--- config.mk ---
export PLATFORM = sky130hd
export DESIGN_NAME = square_root_iter_flat
export DESIGN_NICKNAME = d
export VERILOG_FILES = /design/src/rtl/square_root_iter_if.sv /design/src/rtl/square_root_iter.sv /design/src/flat_wrapper.sv
export SDC_FILE = /design/constraint.sdc
export NUM_CORES = 1
export LEC_CHECK = 0
export BUFFER_PORTS_ARGS = -buffer_cell sky130_fd_sc_hd__buf_2
export CORE_ASPECT_RATIO = 0.8
export CORE_MARGIN = 2
export CORE_UTILIZATION = 56
export CTS_CLUSTER_SIZE = 20
export DETAILED_ROUTE_END_ITERATION = 16
export PLACE_DENSITY_LB_ADDON = 0.2
export SYNTH_ARGS = -nofsm -noshare
export SYNTH_HDL_FRONTEND = slang
export SYNTH_SLANG_ARGS = --single-unit
--- constraint.sdc ---
create_clock -name clk -period 2 [get_ports clk]
set_clock_uncertainty 0.05 [all_clocks]
set_input_delay 0.3 -clock clk [delete_from_list [all_inputs] [get_ports clk]]
set_output_delay 0.3 -clock clk [all_outputs]
set_load 0.03 [all_outputs]
--- src/rtl/square_root_iter_if.sv ---
// ----------------------------------------------------------------------------
// square_root_iter_if
// Request/result bundle for square_root_iter.
//   start : request, sampled by the core only while it is idle
//   A     : N-bit unsigned radicand, captured on the accept edge
//   O     : N/2-bit root floor(sqrt(A)), registered
//   R     : N/2+1-bit remainder A - O*O (only when SQRT_REM_EN is defined)
//   busy  : operation in progress
//   ready : result valid, held until the next accepted request
// Modports: master = requester side, slave = square-root core side.
// Optional feature macro: SQRT_REM_EN (adds the R signal).
// ----------------------------------------------------------------------------
interface square_root_iter_if #(
    parameter int N = 8
);
    logic           start;
    logic [N-1:0]   A;
    logic [N/2-1:0] O;
`ifdef SQRT_REM_EN
    logic [N/2:0]   R;
`endif
    logic           busy;
    logic           ready;

    modport master (
        output start, A,
        input  O, busy, ready
`ifdef SQRT_REM_EN
        , input R
`endif
    );

    modport slave (
        input  start, A,
        output O, busy, ready
`ifdef SQRT_REM_EN
        , output R
`endif
    );
endinterface

--- src/rtl/square_root_iter.sv ---
// ----------------------------------------------------------------------------
// square_root_iter
// Iterative restoring integer square root. Resolves K root bits per clock,
// so a result needs I = (N/2)/K cycles after the accept edge.
// Ports:
//   clk  : rising-edge clock
//   rst  : asynchronous active-high reset
//   bus  : square_root_iter_if.slave (start, A, O, [R], busy, ready)
// Parameters:
//   N : radicand width (even, >= 4)
//   K : root bits per cycle (1 <= K <= N/2, K divides N/2)
// Optional feature macro: SQRT_REM_EN -- when defined the remainder output R
// and its register exist; otherwise they are removed and timing is unchanged.
// ----------------------------------------------------------------------------
module square_root_iter #(
    parameter int N = 8,
    parameter int K = 1
) (
    input  logic              clk,
    input  logic              rst,
    square_root_iter_if.slave bus
);
    localparam int P  = N / 2;
    localparam int I  = P / K;
    // Remainder path is two bits wider than the root: after j steps the
    // remainder is at most 2*root < 2^(j+1), so shifted-in pairs never spill.
    localparam int RW = P + 2;
    localparam int CW = ($clog2(I + 1) > 1) ? $clog2(I + 1) : 1;

    typedef enum logic {IDLE, CALC} state_t;

    state_t        state;
    state_t        state_nxt;
    logic [N-1:0]  a_p0;
    logic [N-1:0]  a_nxt;
    logic [RW-1:0] rem_p0;
    logic [RW-1:0] rem_nxt;
    logic [P-1:0]  root_p0;
    logic [P-1:0]  root_nxt;
    logic [CW-1:0] cnt_p0;
    logic          last;
    logic [P-1:0]  o_q;
    logic          ready_q;
`ifdef SQRT_REM_EN
    logic [P:0]    r_q;
`endif

    // One restoring digit step. Returns {new remainder, new root}.
    // The trial subtraction is done one bit wider than the operands so its
    // sign tells whether the trial digit 1 fits.
    function automatic logic [RW+P-1:0] digit_step(
        input logic [RW-1:0] rem,
        input logic [P-1:0]  root,
        input logic [1:0]    bits
    );
        logic        [RW+1:0] shifted;
        logic        [RW+1:0] trial;
        logic signed [RW+2:0] t;
        shifted = {rem, bits};
        trial   = {2'b00, root, 2'b01};
        t       = $signed({1'b0, shifted}) - $signed({1'b0, trial});
        if (t >= 0)
            digit_step = {RW'(t), root[P-2:0], 1'b1};
        else
            digit_step = {RW'(shifted), root[P-2:0], 1'b0};
    endfunction

    // K unrolled steps per cycle, consuming radicand pairs from the MSB end.
    always_comb begin : digit_steps
        logic [N-1:0]    a_v;
        logic [RW-1:0]   rem_v;
        logic [P-1:0]    root_v;
        logic [RW+P-1:0] step_v;
        a_v    = a_p0;
        rem_v  = rem_p0;
        root_v = root_p0;
        step_v = '0;
        for (int j = 0; j < K; j++) begin
            step_v = digit_step(rem_v, root_v, a_v[N-1 -: 2]);
            rem_v  = step_v[RW+P-1 -: RW];
            root_v = step_v[P-1:0];
            a_v    = a_v << 2;
        end
        a_nxt    = a_v;
        rem_nxt  = rem_v;
        root_nxt = root_v;
    end

    assign last = (state == CALC) && (cnt_p0 == CW'(I - 1));

    always_ff @(posedge clk or posedge rst) begin
        if (rst)
            state <= IDLE;
        else
            state <= state_nxt;
    end

    always_comb begin
        state_nxt = state;
        case (state)
            IDLE: if (bus.start) state_nxt = CALC;
            CALC: if (last)      state_nxt = IDLE;
        endcase
    end

    // ---- stage p0: captured radicand, partial root/remainder, iteration count
    always_ff @(posedge clk or posedge rst) begin
        if (rst) begin
            a_p0    <= '0;
            rem_p0  <= '0;
            root_p0 <= '0;
            cnt_p0  <= '0;
            o_q     <= '0;
            ready_q <= 1'b0;
`ifdef SQRT_REM_EN
            r_q     <= '0;
`endif
        end else if (state == IDLE) begin
            if (bus.start) begin
                a_p0    <= bus.A;
                rem_p0  <= '0;
                root_p0 <= '0;
                cnt_p0  <= '0;
                ready_q <= 1'b0;
            end
        end else begin
            a_p0    <= a_nxt;
            rem_p0  <= rem_nxt;
            root_p0 <= root_nxt;
            cnt_p0  <= cnt_p0 + 1'b1;
            // ---- result registers: loaded only on the completion edge
            if (last) begin
                o_q     <= root_nxt;
                ready_q <= 1'b1;
`ifdef SQRT_REM_EN
                r_q     <= rem_nxt[P:0];
`endif
            end
        end
    end

    assign bus.O     = o_q;
    assign bus.busy  = (state == CALC);
    assign bus.ready = ready_q;
`ifdef SQRT_REM_EN
    assign bus.R     = r_q;
`endif

endmodule

--- src/flat_wrapper.sv ---
// flat-port wrapper written by rule: the top's interface ports become plain ports
module square_root_iter_flat 
#(
    parameter int N = 8,
    parameter int K = 1
)
  (clk, rst, bus_start, bus_A, bus_O, bus_busy, bus_ready);
  square_root_iter_if #(.N(N)) bus_i ();
  input  logic clk;
  input  logic rst;
  input wire logic [$bits(bus_i.start)-1:0] bus_start;
  input wire logic [$bits(bus_i.A)-1:0] bus_A;
  output wire logic [$bits(bus_i.O)-1:0] bus_O;
  output wire logic [$bits(bus_i.busy)-1:0] bus_busy;
  output wire logic [$bits(bus_i.ready)-1:0] bus_ready;
  assign bus_i.start = bus_start;
  assign bus_i.A = bus_A;
  assign bus_O = bus_i.O;
  assign bus_busy = bus_i.busy;
  assign bus_ready = bus_i.ready;
  square_root_iter #(.N(N), .K(K)) u_core (.clk(clk), .rst(rst), .bus(bus_i));
endmodule
==> impl_metrics.csv, run 1 <==
group,metric,value,unit
worst_setup_path,timing.critical_path.cells,"inv_1 > ha_1 > nand2b_1 > a21oi_4 > a31oi_4 > or3_1 > o311ai_0",
clocking,cts_buffers,3,
sta,rsz0062_at_grt,"no",
floorplan,initial_core_util,57.6,%
global_routing,antenna_found_initial,0,
synthesis,synth_top_area_cell,"dfrtp_1",
hold_path,hold_path.class,"in -> reg",
global_routing,grt_max_degree,31,
worst_setup_path,critical_path_required,2180,ps
global_routing,grt_pass1_vias,955,
floorplan,dieArea,2860,sq um
synthesis,synth.avg_cell_area,9.94,sq um
route,drt_pre_antenna_iters,4,
route,wirelength,2570,microns
synthesis,ys_warn_count,0,
finish,n_antenna_cell,0,
clocking,cts_tree,"built",
synthesis,synth_edf_count,0,
finish,nets,174,
route,ant_nets,0,
clocking,cts.clk_slew.worst_paths,140,ps
floorplan,core_area,2380,sq um
clocking,cts_buffer_depth,2,
synthesis,netlist_top_cells_area,"dfrtp_1 49%, mux2i_1 6.6%, ha_1 6.4%, o21ai_0 5.5%, nand2_1 4.9%",
sta,setup_viol,0,
synthesis,synth-seq-area-share,49.3,%
synthesis,synthFlopType,"dfrtp_1",
route,drt_first_iter_violations,39,
sta,fin_crit_sh,94.0,%
finish,layout_common_cells,"27 x dfrtp_1, 18 x nand2_1, 16 x buf_2",
sta,slew_viol_final,0,
synthesis,synth_nets,156,
outcome,status,"finished clean",
power_and_ir_drop,irDropWorstVdd,0.000795,V
sta,fmax,532,MHz
place,placed_cell_area,1460,sq um
worst_setup_path,worstPathArrival,2060,ps
finish,final_common_cell,"dfrtp_1",
worst_setup_path,crit_slowest_cell,"dfrtp_1",
sta,fin_tns_setup,0,ps
global_routing,grtUsageTotal,20.2,%
sta,worstMarginPinSlew,415,ps
floorplan,io_pins,17,
worst_setup_path,start_kind,"flip-flop",
synthesis,synth_top_cell_area_share,49.3,%
worst_setup_path,worst-path-max-fanout,6,
floorplan,die_x,59.3,microns
worst_setup_path,crit_type,"reg -> reg",
sta,slew_headroom,72.3,%
finish,multi_input_area,638,sq um
finish,final_area,1520,sq um
floorplan,rows,16,
route,routedWlPerCell,14.1,microns
power_and_ir_drop,p_per_area,1860,nW/um^2
synthesis,synth-seq-cells,27,
place,numPortBuffers,16,
global_routing,overflow,0,
synthesis,ys_async_sr_fraction,100,%
route,viasPerCell,5.76,
floorplan,dieHeight,48.3,microns
sta,period_needed,1880,ps
place,globalplace.congestion,0.888,
sta,hold_viol,0,
place,dp_hpwl,1780,microns
finish,nFillCells,203,
synthesis,synth.distinct_cells,30,
clocking,cts_sinks,27,
power_and_ir_drop,power.leakage,0.737,nW
worst_setup_path,slowest_delay,390,ps
synthesis,netlist_instances,138,
finish,seq_area,676,sq um
global_routing,grt_pass1_wl,4220,microns
clocking,cts_max_level,1,
synthesis,synth_area,1370,sq um
finish,syn_to_final_growth,10.9,%
worst_setup_path,critPathCaptureType,"flip-flop",
route,drc,0,
clocking,insertion_delay,330,ps
finish,layout-drive-gt1-share,18.1,%
clocking,root_buffer,"clkbuf_4",
route,via_count,1049,
flow_run,drv_cap,0,
power by group:
| group | internal (mW) | switching, mW | leakage (nW) |
|---|---|---|---|
| registers | 0.807 | 0.151 | 0.332 |
| logic | 0.659 | 0.979 | 0.388 |
| clock network | 0.0752 | 0.161 | 0.0177 |
| total | 1.54 | 1.29 | 0.737 |
flip-flops by register name (all words and copies together), names as in the netlist:
register          flops
u_core.a_p0           8
u_core.rem_p0         6
u_core.bus.O          4
u_core.root_p0        4
u_core.cnt_p0         3
u_core.bus.busy       1
u_core.bus.ready      1
final timing paths:
path,slack [ps],start,depth (start not counted),end
hold / removal,160,bus_A[1],3,u_core.a_p0[1]$_DFFE_PP0P_
setup reg to reg,120,u_core.root_p0[0]$_DFFE_PP0P_,7,u_core.rem_p0[1]$_DFFE_PP0P_
setup / recovery,120,u_core.root_p0[0]$_DFFE_PP0P_,7,u_core.rem_p0[1]$_DFFE_PP0P_
hold reg to reg,440,u_core.bus.O[0]$_DFFE_PP0P_,2,u_core.bus.O[0]$_DFFE_PP0P_
min in group asynchronous,500,rst,4,u_core.bus.O[3]$_DFFE_PP0P_
max in group asynchronous,1150,rst,4,u_core.a_p0[5]$_DFFE_PP0P_
per-layer routing:
layer  share of wire (%)  track usage (%)  up-vias
met2                  47             33.8       23
met3                 4.5             6.37        7
met4                 1.9             6.36        0
li1                    -                -      509
met5                   0                0        -
met1                  47             25.4      510
what timing repair did:
| action | CTS | global route |
|---|---|---|
| resized for setup | 0 | 2 |
| hold endpoints to repair | 27 | 0 |
| setup buffers | 0 | 0 |
| setup endpoints to repair | 0 | 5 |
| hold buffers | 1 | 0 |
Yosys cell counts, types with 2 or more instances:
cell / n
nor2_1: 11
ha_1: 7
o31ai_1: 4
buf_2: 2
inv_1: 11
xor2_1: 2
nand2_1: 18
o21ai_0: 15
o311ai_0: 2
nand2b_1: 3
clkbuf_1: 4
mux2i_1: 9
xnor2_1: 2
nand3_1: 4
a21oi_1: 3
dfrtp_1: 27
per-stage QoR:
step                utilization (%)  cells  power, mW  hold WS, ps  setup WS [ps]
detailed placement             61.4    176       2.50          332           96.1
floorplan                         -    138       2.20          303            224
CTS                            63.0    181       2.75          146           58.1
finish                         63.9    182       2.83          156            120
global route                   63.9    182       3.09          158           20.7
global placement               61.4    176       2.44          319            143
cell families (layout without fill, tap and decap cells):
logic type,Yosys count,after routing,synth area share [%]
XOR/XNOR,4,4,2.56
multiplexers,9,9,6.57
AO/OA/AOI/OAI,34,35,17.1
buffers and inverters,18,34,5.66
AND/OR/NAND/NOR,39,39,12.5
adder cells (fa/ha/maj),7,7,6.39
flip-flops,27,27,49.3
cell type report:
type	instances	area share, %
clock buffer	3	1.48
clock inverter	1	0.329
inverter	11	2.71
multi-input combinational	94	41.9
sequential	27	44.4
tap	27	2.22
timing repair buffer	19	6.91
worst max-delay path: cells and delay by family (launching register included):
family	cells	cell delay, ps
AO/OA/AOI/OAI	3	490
adder cells (fa/ha/maj)	1	320
buffers and inverters	1	70
flip-flops	1	390
AND/OR/NAND/NOR	2	440
No activity file was read; power rests on OpenSTA's default activity.
==> run 2: changes to the inputs <==
- MAX_ROUTING_LAYER: unset -> met4
==> run 2 against run 1 <==
  * Utilization stayed put
  * Combinational power hardly changed
  * Via count is 0.86% higher
  * Sequential share of layout area stayed put
  * Wire length is 0.16% lower
  * Critical path depth stayed put
  * Die area stayed put
  * Hold slack worse by 1.8 ps
  * Clock power hardly changed
  * Largest power group unchanged
  * Highest routed layer unchanged
==> impl_metrics.csv, run 2 (synthesis gave the netlist of run 1 again) <==
group,metric,value,unit
worst_setup_path,critical_path_required,2180,ps
floorplan,io_pins,17,
sta,rsz0062_at_grt,"no",
global_routing,overflow,0,
power_and_ir_drop,p_per_area,1860,nW/um^2
finish,largest-register,"u_core.a_p0",
sta,slew_viol_final,0,
clocking,cts_sinks,27,
sta,worstMarginPinSlew,419,ps
power_and_ir_drop,seq_power_share,33.7,%
hold_path,hold_path.class,"in -> reg",
sta,hold_viol,0,
worst_setup_path,crit_type,"reg -> reg",
power_and_ir_drop,internal-power,1.54,mW
finish,reg_top3,"u_core.a_p0: 8 flops, u_core.rem_p0: 6 flops",
finish,syn_to_final_growth,10.9,%
place,numPortBuffers,16,
place,globalplace.congestion,0.903,
route,via_count,1058,
finish,layout_common_cells,"27 x dfrtp_1, 18 x nand2_1, 16 x buf_2",
worst_setup_path,worstPathArrival,2060,ps
finish,largest_reg_flops,8,
sta,period_needed,1880,ps
floorplan,initial_core_util,57.6,%
clocking,cts_buffer_depth,2,
power_and_ir_drop,switchingPower,1.29,mW
power_and_ir_drop,power.leakage,0.737,nW
clocking,cts_max_level,1,
route,wirelength,2570,microns
power_and_ir_drop,irDropWorstVdd,0.000794,V
clocking,insertion_delay,330,ps
global_routing,grt_pass1_wl,4210,microns
global_routing,grtUsageTotal,20.8,%
route,viasPerCell,5.81,
clocking,cts_buffers,3,
floorplan,die_x,59.3,microns
finish,n_antenna_cell,0,
outcome,status,"finished clean",
floorplan,dieArea,2860,sq um
finish,layout-drive-gt1-share,18.1,%
route,routedWlPerCell,14.1,microns
finish,nets,174,
worst_setup_path,start_kind,"flip-flop",
sta,fmax,531,MHz
worst_setup_path,critPathCaptureType,"flip-flop",
worst_setup_path,worst-path-max-fanout,6,
sta,fin_crit_sh,94.2,%
route,drc,0,
hold_path,min_from,"bus_A[1]",
finish,final_area,1520,sq um
sta,fin_tns_setup,0,ps
route,drt_pre_antenna_iters,4,
power_and_ir_drop,switching_share,45.6,%
floorplan,core_area,2380,sq um
place,placed_cell_area,1460,sq um
worst_setup_path,r2r_start,"u_core.root_p0[0]$_DFFE_PP0P_",
flow_run,drv_cap,0,
floorplan,dieHeight,48.3,microns
route,drt_first_iter_violations,50,
clocking,cts_tree,"built",
global_routing,antenna_found_initial,0,
power_and_ir_drop,combPwrFrac,57.9,%
clocking,post_cts_buffers,0,
sta,setup_viol,0,
clocking,cts.clk_slew.worst_paths,140,ps
power_and_ir_drop,clkPwrFrac,8.4,%
floorplan,rows,16,
sta,slew_headroom,72.0,%
global_routing,grt_max_degree,31,
clocking,root_buffer,"clkbuf_4",
place,dp_hpwl,1780,microns
global_routing,grt_pass1_vias,957,
finish,final_common_cell,"dfrtp_1",
route,ant_nets,0,
worst_setup_path,startpoint,"u_core.root_p0[0]$_DFFE_PP0P_",
[run 2: final cells by class]
class | instances | area (sq um)
Clock buffer | 3 | 22.5
Clock inverter | 1 | 5.00
Fill cell | 203 | 861
Inverter | 11 | 41.3
Multi-Input combinational cell | 94 | 638
Sequential cell | 27 | 676
Tap cell | 27 | 33.8
Timing Repair Buffer | 19 | 105
[run 2: power by group through the flow]
stage | Clock, mW | Sequential, mW | Combinational, mW
floorplan | 0 | 1.05 | 1.15
global placement | 0 | 0.958 | 1.48
detailed placement | 0 | 0.970 | 1.53
CTS | 0.249 | 0.957 | 1.54
global route | 0.270 | 0.990 | 1.83
finish | 0.239 | 0.954 | 1.64
[run 2: what timing repair did]
action                                  CTS  global route
hold buffers                              1             0
resized for setup                         0             2
endpoints found under the setup margin    0             5
endpoints found under the hold margin    27             0
[run 2: metrics by stage]
stage	utilization (%)	setup slack [ps]	hold WS, ps	instances	total power [mW]
CTS	63.0	58.1	146	181	2.75
floorplan	-	224	303	138	2.20
finish	63.9	116	154	182	2.83
global route	63.9	20.7	158	182	3.09
global placement	61.4	143	319	176	2.44
detailed placement	61.4	96.1	332	176	2.50
[run 2: layer usage]
| layer | vias up | track usage (%) | wire, microns |
|---|---|---|---|
| li1 | 509 | - | - |
| met1 | 510 | 25.4 | 1190 |
| met2 | 32 | 33.8 | 1200 |
| met3 | 7 | 6.37 | 134 |
| met4 | 0 | 6.36 | 49 |
| met5 | - | - | 0 |
[run 2: worst paths after layout]
| kind | endpoint | slack, ps | depth (start not counted) |
|---|---|---|---|
| max in group asynchronous | u_core.a_p0[5]$_DFFE_PP0P_ | 1150 | 4 |
| worst min register to register | u_core.bus.O[0]$_DFFE_PP0P_ | 440 | 2 |
| worst min-delay path | u_core.a_p0[1]$_DFFE_PP0P_ | 150 | 3 |
| min in group asynchronous | u_core.bus.O[3]$_DFFE_PP0P_ | 490 | 4 |
| worst max register to register | u_core.rem_p0[1]$_DFFE_PP0P_ | 120 | 7 |
| worst max-delay path | u_core.rem_p0[1]$_DFFE_PP0P_ | 120 | 7 |
[run 2: critical path, cell delays in order, from the launching register on]
cell and delay [ps]:
dfrtp_1 390, inv_1 70, ha_1 320, nand2b_1 100, a21oi_4 230, a31oi_4 160, or3_1 340, o311ai_0 100
==> run 3: changes to the inputs <==
- BUFFER_PORTS_ARGS: -buffer_cell sky130_fd_sc_hd__buf_2 -> unset
- CORE_UTILIZATION: 56 -> 60
- DONT_BUFFER_PORTS: unset -> 1
==> run 3 against run 2 <==
  * Count of clock-buffer cells in the layout did not move
  * Power fell by 5.0%
  * Register-to-register slack got worse by 50 ps
  * Non-clock buffer count fell by 14
  * Largest power group unchanged
  * Critical path depth did not move
  * Flip-flop and latch count did not move
==> impl_metrics.csv, run 3 (synthesis gave the netlist of run 1 again) <==
group,metric,value,unit
place,dp_hpwl,1740,microns
worst_setup_path,crit_type,"reg -> reg",
global_routing,antenna_found_initial,0,
worst_setup_path,slowest_delay,430,ps
power_and_ir_drop,p_total,2.69,mW
power_and_ir_drop,internal-power,1.48,mW
clocking,cts_sinks,27,
power_and_ir_drop,switchingPower,1.21,mW
global_routing,grtUsageTotal,22.6,%
clocking,cts_buffer_depth,2,
sta,finalHoldWorstSlack,45.5,ps
place,globalplace.congestion,0.803,
worst_setup_path,critPathCaptureType,"flip-flop",
route,via_count,955,
power_and_ir_drop,seq_power_share,40.2,%
finish,nets,159,
global_routing,grt_pass1_vias,945,
floorplan,die_x,57.5,microns
worst_setup_path,startpoint,"u_core.rem_p0[3]$_DFFE_PP0P_",
route,viasPerCell,5.79,
hold_path,hold_path.class,"in -> reg",
place,dp_cells,158,
worst_setup_path,r2r_start,"u_core.rem_p0[3]$_DFFE_PP0P_",
finish,layout_common_cells,"27 x dfrtp_1, 18 x nand2_1, 15 x o21ai_0",
floorplan,io_pins,17,
worst_setup_path,critical_path_required,2190,ps
power_and_ir_drop,switching_share,45.0,%
global_routing,overflow,0,
sta,hold_viol,0,
clocking,cts_tree,"built",
finish,largest-register,"u_core.a_p0",
route,ant_nets,0,
sta,slew_viol_final,0,
worst_setup_path,worstPathArrival,2130,ps
worst_setup_path,reg2reg_to,"u_core.rem_p0[4]$_DFFE_PP0P_",
floorplan,dieHeight,46.8,microns
sta,rsz0062_at_grt,"no",
sta,slew_headroom,73.8,%
sta,fmax,518,MHz
finish,syn_to_final_growth,4.93,%
finish,layout-drive-gt1-share,8.57,%
worst_setup_path,worstRegToRegCells,7,
power_and_ir_drop,clkPwrFrac,9.0,%
global_routing,grt_max_degree,30,
clocking,cts_buffers,3,
route,drt_pre_antenna_iters,4,
worst_setup_path,crit_slowest_cell,"dfrtp_1",
finish,final_area,1440,sq um
finish,nFillCells,176,
floorplan,dieArea,2690,sq um
floorplan,initial_core_util,63.5,%
sta,fin_crit_sh,96.5,%
finish,reg_top3,"u_core.a_p0: 8 flops, u_core.rem_p0: 6 flops",
finish,instances_no_fill,165,
route,drt_first_iter_violations,38,
sta,worstMarginPinSlew,392,ps
global_routing,grt_pass1_wl,4330,microns
power_and_ir_drop,p_per_area,1870,nW/um^2
route,drc,0,
sta,period_needed,1930,ps
hold_path,holdPathStages,1,
place,dp_slack,92.5,ps
sta,fin_tns_setup,0,ps
floorplan,core_area,2160,sq um
worst_setup_path,endpoint,"u_core.rem_p0[4]$_DFFE_PP0P_",
finish,final_core_util,66.7,%
finish,largest_reg_flops,8,
sta,setup_viol,0,
power_and_ir_drop,combPwrFrac,50.8,%
clocking,cts.clk_slew.worst_paths,150,ps
worst_setup_path,start_kind,"flip-flop",
route,wirelength,2450,microns
worst_setup_path,timing.critical_path.cells,"ha_1 > or3_4 > a21o_1 > a31oi_4 > buf_4 > a31oi_1 > o31ai_1",
worst_setup_path,worst-path-max-fanout,10,
worst_setup_path,worst-r2r-setup-slack,70,ps
sta,worst_slack,69.6,ps
finish,n_antenna_cell,0,
place,numPortBuffers,0,
route,routedWlPerCell,14.9,microns
power_and_ir_drop,irDropWorstVdd,0.00115,V
clocking,root_buffer,"clkbuf_4",
flow_run,drv_cap,0,
floorplan,rows,15,
outcome,status,"finished clean",
clocking,cts_max_level,1,
place,placed_cell_area,1380,sq um
hold_path,min_from,"bus_start",
finish,final_common_cell,"dfrtp_1",
clocking,insertion_delay,330,ps
power_and_ir_drop,power.leakage,0.675,nW
-- run 3: changes by cell type in the layout (fill, tap and decap cells not counted), sizes merged --
cell	change
dlygate4sd3	+1
buf	-15
clkinvlp	+1
a31oi	-1
clkinv	-1
-- run 3: routing by layer --
layer	up-vias	GRT usage, %	routed length [microns]
met5	-	-	0
met4	0	5.58	20
met3	2	6.34	132
met2	18	35.5	1140
met1	458	29.4	1160
li1	477	-	-
-- run 3: critical path: cells and delay by family (launching register included) --
kind | cells | cell delay (ps)
simple gates | 1 | 330
compound gates | 4 | 660
buf+inv | 1 | 180
flops | 1 | 430
fa+ha+maj | 1 | 180
-- run 3: worst min-delay path by stage --
stage	to	slack (ps)
floorplan	u_core.a_p0[0]$_DFFE_PP0P_	300
global placement	u_core.root_p0[2]$_DFFE_PP0P_	220
detailed placement	u_core.bus.O[3]$_DFFE_PP0P_	220
CTS	u_core.rem_p0[1]$_DFFE_PP0P_	20
global route	u_core.rem_p0[1]$_DFFE_PP0P_	20
finish	u_core.rem_p0[1]$_DFFE_PP0P_	50
-- run 3: power groups by stage --
stage	registers [mW]	logic, mW	clock network [mW]
6_report	1.08	1.37	0.243
3_3_place_gp	1.09	1.28	0
2_1_floorplan	1.05	1.15	0
3_5_place_dp	1.10	1.33	0
4_1_cts	1.08	1.35	0.254
5_1_grt	1.12	1.53	0.269
-- run 3: repair_timing --
| action | in CTS | in global routing |
|---|---|---|
| hold buffers | 2 | 0 |
| hold endpoints to repair | 31 | 0 |
| setup endpoints to repair | 0 | 3 |
| resized for setup | 0 | 0 |
| setup buffers | 0 | 1 |
-- run 3: area by class of cell --
type / instances / area (sq um) / share of cell area [%]
Multi-Input combinational cell: 93 / 618 / 43.0
Clock buffer: 3 / 22.5 / 1.57
Tap cell: 25 / 31.3 / 2.17
Inverter: 11 / 41.3 / 2.87
Timing Repair Buffer: 5 / 42.5 / 2.96
Sequential cell: 27 / 676 / 47.0
Clock inverter: 1 / 7.51 / 0.522
